`config.mk`:
```
export PLATFORM = sky130hd
export DESIGN_NAME = logic_unit_pipe
export DESIGN_NICKNAME = d
export VERILOG_FILES = /design/src/rtl/logic_unit_pkg.sv /design/src/rtl/lu_pipe_stage.sv /design/src/rtl/logic_unit_pipe.sv
export SDC_FILE = /design/constraint.sdc
export NUM_CORES = 1
export LEC_CHECK = 0
export CAP_MARGIN = 5
export CORE_MARGIN = 5
export CORE_UTILIZATION = 40
export CTS_BUF_LIST = sky130_fd_sc_hd__clkbuf_2 sky130_fd_sc_hd__clkbuf_4 sky130_fd_sc_hd__clkbuf_8
export DETAILED_ROUTE_END_ITERATION = 10
export DONT_BUFFER_PORTS = 1
export GPL_ROUTABILITY_DRIVEN = 0
export PLACE_DENSITY = 0.61
export SETUP_SLACK_MARGIN = 0.3
export SKIP_LAST_GASP = 1
export SYNTH_ARGS = -nofsm -noshare
export SYNTH_HDL_FRONTEND = slang
export SYNTH_SLANG_ARGS = --single-unit
```
`constraint.sdc`:
```
create_clock -name clk -period 1.3 [get_ports clk]
set_input_delay 0.26 -clock clk [delete_from_list [all_inputs] [get_ports clk]]
set_output_delay 0.26 -clock clk [all_outputs]
set_load 0.02 [all_outputs]
```
`src/rtl/logic_unit_pkg.sv`:
```
// Shared types and constants for the pipelined bitwise logic unit.
package logic_unit_pkg;

  typedef enum logic [1:0] {
    LU_AND  = 2'd0,
    LU_OR   = 2'd1,
    LU_XOR  = 2'd2,
    LU_NAND = 2'd3
  } lu_op_t;

  localparam int unsigned LU_TXN_CNT_W = 16;

endpackage

```
`src/rtl/lu_pipe_stage.sv`:
```
// One valid/data pipeline register with an elastic ready: it can take a new beat
// when empty or when its current beat is leaving downstream this cycle.
module lu_pipe_stage #(
  parameter int unsigned WIDTH = 8
) (
  input  logic             clk,
  input  logic             rst,
  input  logic             i_valid,
  input  logic [WIDTH-1:0] i_data,
  input  logic             i_ready,
  output logic             o_ready,
  output logic             o_valid,
  output logic [WIDTH-1:0] o_data
);

  logic             r_valid;
  logic [WIDTH-1:0] r_data;

  assign o_ready = !r_valid || i_ready;
  assign o_valid = r_valid;
  assign o_data  = r_data;

  always_ff @(posedge clk or posedge rst) begin
    if (rst) begin
      r_valid <= 1'b0;
      r_data  <= '0;
    end else if (o_ready) begin
      r_valid <= i_valid;
      // Data only moves with a valid beat so idle stages do not toggle.
      if (i_valid) begin
        r_data <= i_data;
      end
    end
  end

endmodule

```
`src/rtl/logic_unit_pipe.sv`:
```
// WIDTH-bit bitwise logic unit behind a STAGES-deep valid/ready pipeline.
// Define LOGIC_UNIT_TXN_COUNT_EN to add the 16-bit txn_count output.
module logic_unit_pipe
  import logic_unit_pkg::*;
#(
  parameter int unsigned WIDTH  = 8,
  parameter int unsigned STAGES = 2
) (
  input  logic             clk,
  input  logic             rst,
  input  logic             in_valid,
  output logic             in_ready,
  input  logic [1:0]       op,
  input  logic [WIDTH-1:0] a,
  input  logic [WIDTH-1:0] b,
  output logic             out_valid,
  input  logic             out_ready,
`ifdef LOGIC_UNIT_TXN_COUNT_EN
  output logic [LU_TXN_CNT_W-1:0] txn_count,
`endif
  output logic [WIDTH-1:0] y
);

  logic [WIDTH-1:0] w_result;
  logic             w_stg_valid [STAGES+1];
  logic [WIDTH-1:0] w_stg_data  [STAGES+1];
  logic             w_stg_ready [STAGES+1];

  always_comb begin
    w_result = '0;
    case (lu_op_t'(op))
      LU_AND:  w_result = a & b;
      LU_OR:   w_result = a | b;
      LU_XOR:  w_result = a ^ b;
      LU_NAND: w_result = ~(a & b);
      default: w_result = '0;
    endcase
  end

  assign w_stg_valid[0]      = in_valid;
  assign w_stg_data[0]       = w_result;
  assign w_stg_ready[STAGES] = out_ready;

  for (genvar gi = 0; gi < STAGES; gi++) begin : g_stage
    lu_pipe_stage #(
      .WIDTH (WIDTH)
    ) u_stage (
      .clk     (clk),
      .rst     (rst),
      .i_valid (w_stg_valid[gi]),
      .i_data  (w_stg_data[gi]),
      .i_ready (w_stg_ready[gi+1]),
      .o_ready (w_stg_ready[gi]),
      .o_valid (w_stg_valid[gi+1]),
      .o_data  (w_stg_data[gi+1])
    );
  end

  // Refuse input while reset is held even though the stages read as empty.
  assign in_ready  = !rst && w_stg_ready[0];
  assign out_valid = w_stg_valid[STAGES];
  assign y         = w_stg_data[STAGES];

`ifdef LOGIC_UNIT_TXN_COUNT_EN
  logic [LU_TXN_CNT_W-1:0] r_txn_count;

  always_ff @(posedge clk or posedge rst) begin
    if (rst) begin
      r_txn_count <= '0;
    end else if (out_valid && out_ready) begin
      r_txn_count <= r_txn_count + 1'b1;
    end
  end

  assign txn_count = r_txn_count;
`endif

endmodule

```
; ---- Word-level counts from Yosys, hierarchy flattened
; Index checks and enable logic that the tools add are counted.
[word_totals]
reg_bits = 18
in_bits = 22
out_inout_bits = 10
wordCells = 21
[op_classes]
n_eq_ne = 3
muxes = 1
bitwise_logic = 4
reduce_logical = 9
[ops]
columns = operator, n
row1 = 8-bit one-hot mux with 4 select lines, 1
row2 = 8-bit bitwise AND, 1
row3 = 8-bit inverter, 1
row4 = 8-bit bitwise OR, 1
row5 = 8-bit XOR, 1
row6 = "2-bit equality test, second input constant", 2
row7 = 2-bit AND reduction, 2
row8 = 1-bit zero test, 3
row9 = "2-bit by 1-bit equality test with 1-bit output, second input constant", 1
row10 = 2-bit zero test, 1
row11 = 1-bit logical OR, 2
row12 = 1-bit logical AND, 1

; ---- Longest topological paths before layout
[depth]
depth_word = 4
depth_mapped = 5
depth_no_buf = 5

; ---- Modules after synthesis
; From an unflattened synthesis, not the netlist that was laid out.
[unflattened]
cells_unflattened = 102
hier_area_um2 = 1337.5
[modules_own_cells]
columns = mod, instances, cells_per_inst, area_per_inst_um2, seq_area_each_um2
row1 = lu_pipe_stage, 2, 21, 389.1, 225.2
row2 = logic_unit_pipe, 1, 60, 559.3, 0.0

; ---- Worst setup path before layout
; OpenSTA, ideal clock, no wires.
[synth_path]
path_kind = flip-flop to output port
startpoint = register g_stage[1].u_stage.r_valid
endpoint = output in_ready
t_arrival_ns = 0.980
required_time_ns = 1.040
path_slack_ns = 0.060
stages_incl_launch_ff = 4
path_buffers = 1
path_cell_list = dfrtp_1 -> nand3b_1 -> buf_2 -> and2_1
[synth_between]
elab_chain_len = 4
[synth_lines]
columns = item, line
row1 = start: declaration, lu_pipe_stage.sv:16  ; logic r_valid;
row2 = start signal: assignment, lu_pipe_stage.sv:28  ; r_valid <= i_valid;
row3 = 1-bit zero test, lu_pipe_stage.sv:19  ; assign o_ready = !r_valid || i_ready;
row4 = 1-bit logical OR (2 in a row), lu_pipe_stage.sv:19
row5 = 1-bit logical AND, logic_unit_pipe.sv:60  ; assign in_ready = !rst && w_stg_ready[0];
row6 = end: declaration, logic_unit_pipe.sv:12  ; output logic in_ready,
; No other way between the ends.

; ---- Worst setup path after layout
; Same ends and word-level chain as after synthesis.

==> results.md <==
* Status: finished clean
* Hold crit path type: primary input to register
* DRT Wirelength at 2330 um
* Slew @ Worst Pin at 0.2262 ns
* Wirelength per Cell at approximately 14 um
* Commonest cells post-synth: 19 x inv_1, 18 x dfrtp_1, 16 x ha_1
* PnR Total Power at 1.623 mW
* Internal power at 1.114 mW
* Antenna Violating Nets Remaining at 0
* Power density cells at 1082 nW/um^2
* R2r endpoint: g_stage[0].u_stage.o_data[3]$_DFFE_PP0P_
* Largest net degree at the start of global routing at 31
* Clk_lat worst skew at 0.30 ns
* Clk_skew at 0.002320 ns
* Synth Flop Type: dfrtp_1
* Yosys warnings at 0
* #FFs+latches synth at 18
* Reg clk slew, reported paths at 0.10 ns
* Iter 0 DRT Violations at 13
* Syn_nets at 165
* Cts bufs inserted at 3
* Layout area overhead at 23.23%
* Syn avg cell area at 9.586 um^2
* Main area contributors after synthesis: dfrtp_1 37%, ha_1 16%, inv_1 5.9%
* Place WS at 0.1025 ns
* Initial Util at 40.88%
* RR Startpoint: g_stage[1].u_stage.o_valid$_DFFE_PP0P_
* Fin. max-slew vios at 0
* VDD IR max at 324.5 uV
* Root buffer cell: clkbuf_4
* # clock sinks at 18
* Max Freq at 801.0 MHz
* Combinational Power Share at around a quarter
* Final worst path period share at 96.03%
* Critical path required time at 1.04 ns
* R2R Setup Slk at 0.10 ns
* # rows at 20
* Critical Path End: in_ready
* Finished Layout Cells at 168
* # setup viols final at 0
* Die Span Y at roughly 65 um
* Worst setup SP type: register
* Die area at between 4000 and 5000 um^2
* Critical path peak fanout at 2
* Relative slew slack at between 80% and 90%
* Number of flops mapped to enable cells by yosys at 0
* CTS H-tree lvls at 1
* Sum Neg Setup Slack at 0 ns
* First-pass GRT wire length at roughly 4000 um
* Post-Synthesis Cell Area at ~1200 um^2
* Initial antenna violation count at 0
* Crit path launch: g_stage[1].u_stage.o_valid$_DFFE_PP0P_
* Final nets at 174
* IO Pins at 32
* Leakage Power at 0.7101 nW
* PortBufs at 0
* Cell variety after synth at 23
* Final hold vios at 0
* Share of layout cells above drive strength 1 at 37.04%
* Placed Instances at 155
* Final setup margin at 0.05160 ns
* Most common cell in the synthesized netlist: inv_1
* Worst setup EP type: output pin
* Gr usage total at 12.02%
* Dpl hpwl at between 1500 and 2000 um
* Yosys top cell by area: dfrtp_1
* Max_cap viols at 0
* Critical path class: register to output pin
* Register area share after synthesis at 37.00%
* Grt total ovfl at 0
* Mapped Cells at roughly 130
* Switching share of power at 31.35%
* TritonCTS clock tree: yes
* WP data arrival at 0.99 ns
* Share of the synthesized area in the top cell type at 37.00%
* Number of global-route vias before repair at 903
* Fin crit period at about 1.2 ns
* Clock power frac at between 20% and 30%
* RSZ-0062 raised after global routing: true
* Final routed DRC violation total at 0
* Antenna fix cells at 0
* DR vias at 871
* Async set or reset register ratio after synthesis at 100.0%
* R2R cell count at 6
* Switching pwr at approximately 500 uW
* Clk buf depth at 2
* Core area at 2978 um^2
* Pre-antenna DRT Iters at 4
* Die X at between 60 and 70 um
* Flop pwr share at 53.5%
* Drt via density at 5.185
worst max-delay path, cell delays in order, from the launching register on:
cell	delay, ns
dfrtp_2	0.41
nand3b_1	0.10
and2_4	0.18
cell families after synthesis:
group           share of synthesized area (%)
fa+ha+maj                               16.44
simple gates                            10.48
compound gates                          18.50
mux                                     7.399
buf+inv                                 10.17
flops                                   37.00
layout make-up:
class / count / area [um^2]
multi-input cells: 82 / 764.5
inverters: 19 / 77.57
clock buffers: 4 / 36.28
well taps: 33 / 41.29
flip-flops and latches: 18 / 461.7
fillers: 271 / 1478
repair buffers: 12 / 118.9
placed cells by master (no fill, tap or decap), types with 3 or more instances in the layout:
master	synthesis	final
buf_4	0	5
ha_1	16	15
o211ai_1	7	7
buf_6	2	5
a211o_1	7	7
inv_1	19	16
nor2_1	8	8
dfrtp_1	18	9
dfrtp_2	0	9
nor2b_1	3	3
mux2_4	0	8
clkbuf_4	0	3
a21oi_2	0	5
a31oi_1	7	7
nand2_1	5	5
power groups by stage:
stage                     clock [mW]  sequential, mW  combinational [mW]
after global placement             0           0.849               0.264
final                          0.346           0.868               0.409
after floorplan                    0           0.827               0.260
after global routing           0.380           0.884               0.455
after detailed placement           0           0.853               0.276
after CTS                      0.353           0.862               0.351
worst min path at each step:
stage	endpoint	cells past startpoint	from
after detailed placement	g_stage[1].u_stage.o_data[4]$_DFFE_PP0P_	2	rst
after global placement	g_stage[1].u_stage.o_data[4]$_DFFE_PP0P_	2	rst
after floorplan	g_stage[0].u_stage.o_data[0]$_DFFE_PP0P_	1	rst
after CTS	g_stage[0].u_stage.o_valid$_DFFE_PP0P_	1	in_valid
final	g_stage[0].u_stage.o_valid$_DFFE_PP0P_	1	in_valid
after global routing	g_stage[0].u_stage.o_valid$_DFFE_PP0P_	1	in_valid
registers in the layout, summed over array words and instances (netlist names):
signal                   cells
g_stage.u_stage.o_data      16
g_stage.u_stage.o_valid      2
stage by stage:
step	hold WS [ns]	util, %	area [um^2]
4_1_cts	0.05878	47.86	1425
3_3_place_gp	0.1930	42.02	1251
6_report	0.07715	50.38	1500
2_1_floorplan	0.1041	-	1249
3_5_place_dp	0.1995	42.02	1251
5_1_grt	0.06265	50.38	1500
routing by layer:
metal / GRT usage [%] / up-vias / part of all wire [%]
li1: - / 447 / -
met1: 14.35 / 395 / 42
met2: 19.85 / 24 / 47
met3: 2.564 / 5 / 8.4
met4: 6.995 / 0 / 2.7
met5: 0 / - / 0
what timing repair did:
item	4_1_cts	5_1_grt
hold endpoints to repair	18	0
gates cloned	1	0
setup endpoints to repair	26	27
pin swaps	8	2
buffers inserted	5	2
resized for setup	28	14
hold buffers	1	0
(Power assumes the default switching activity.)
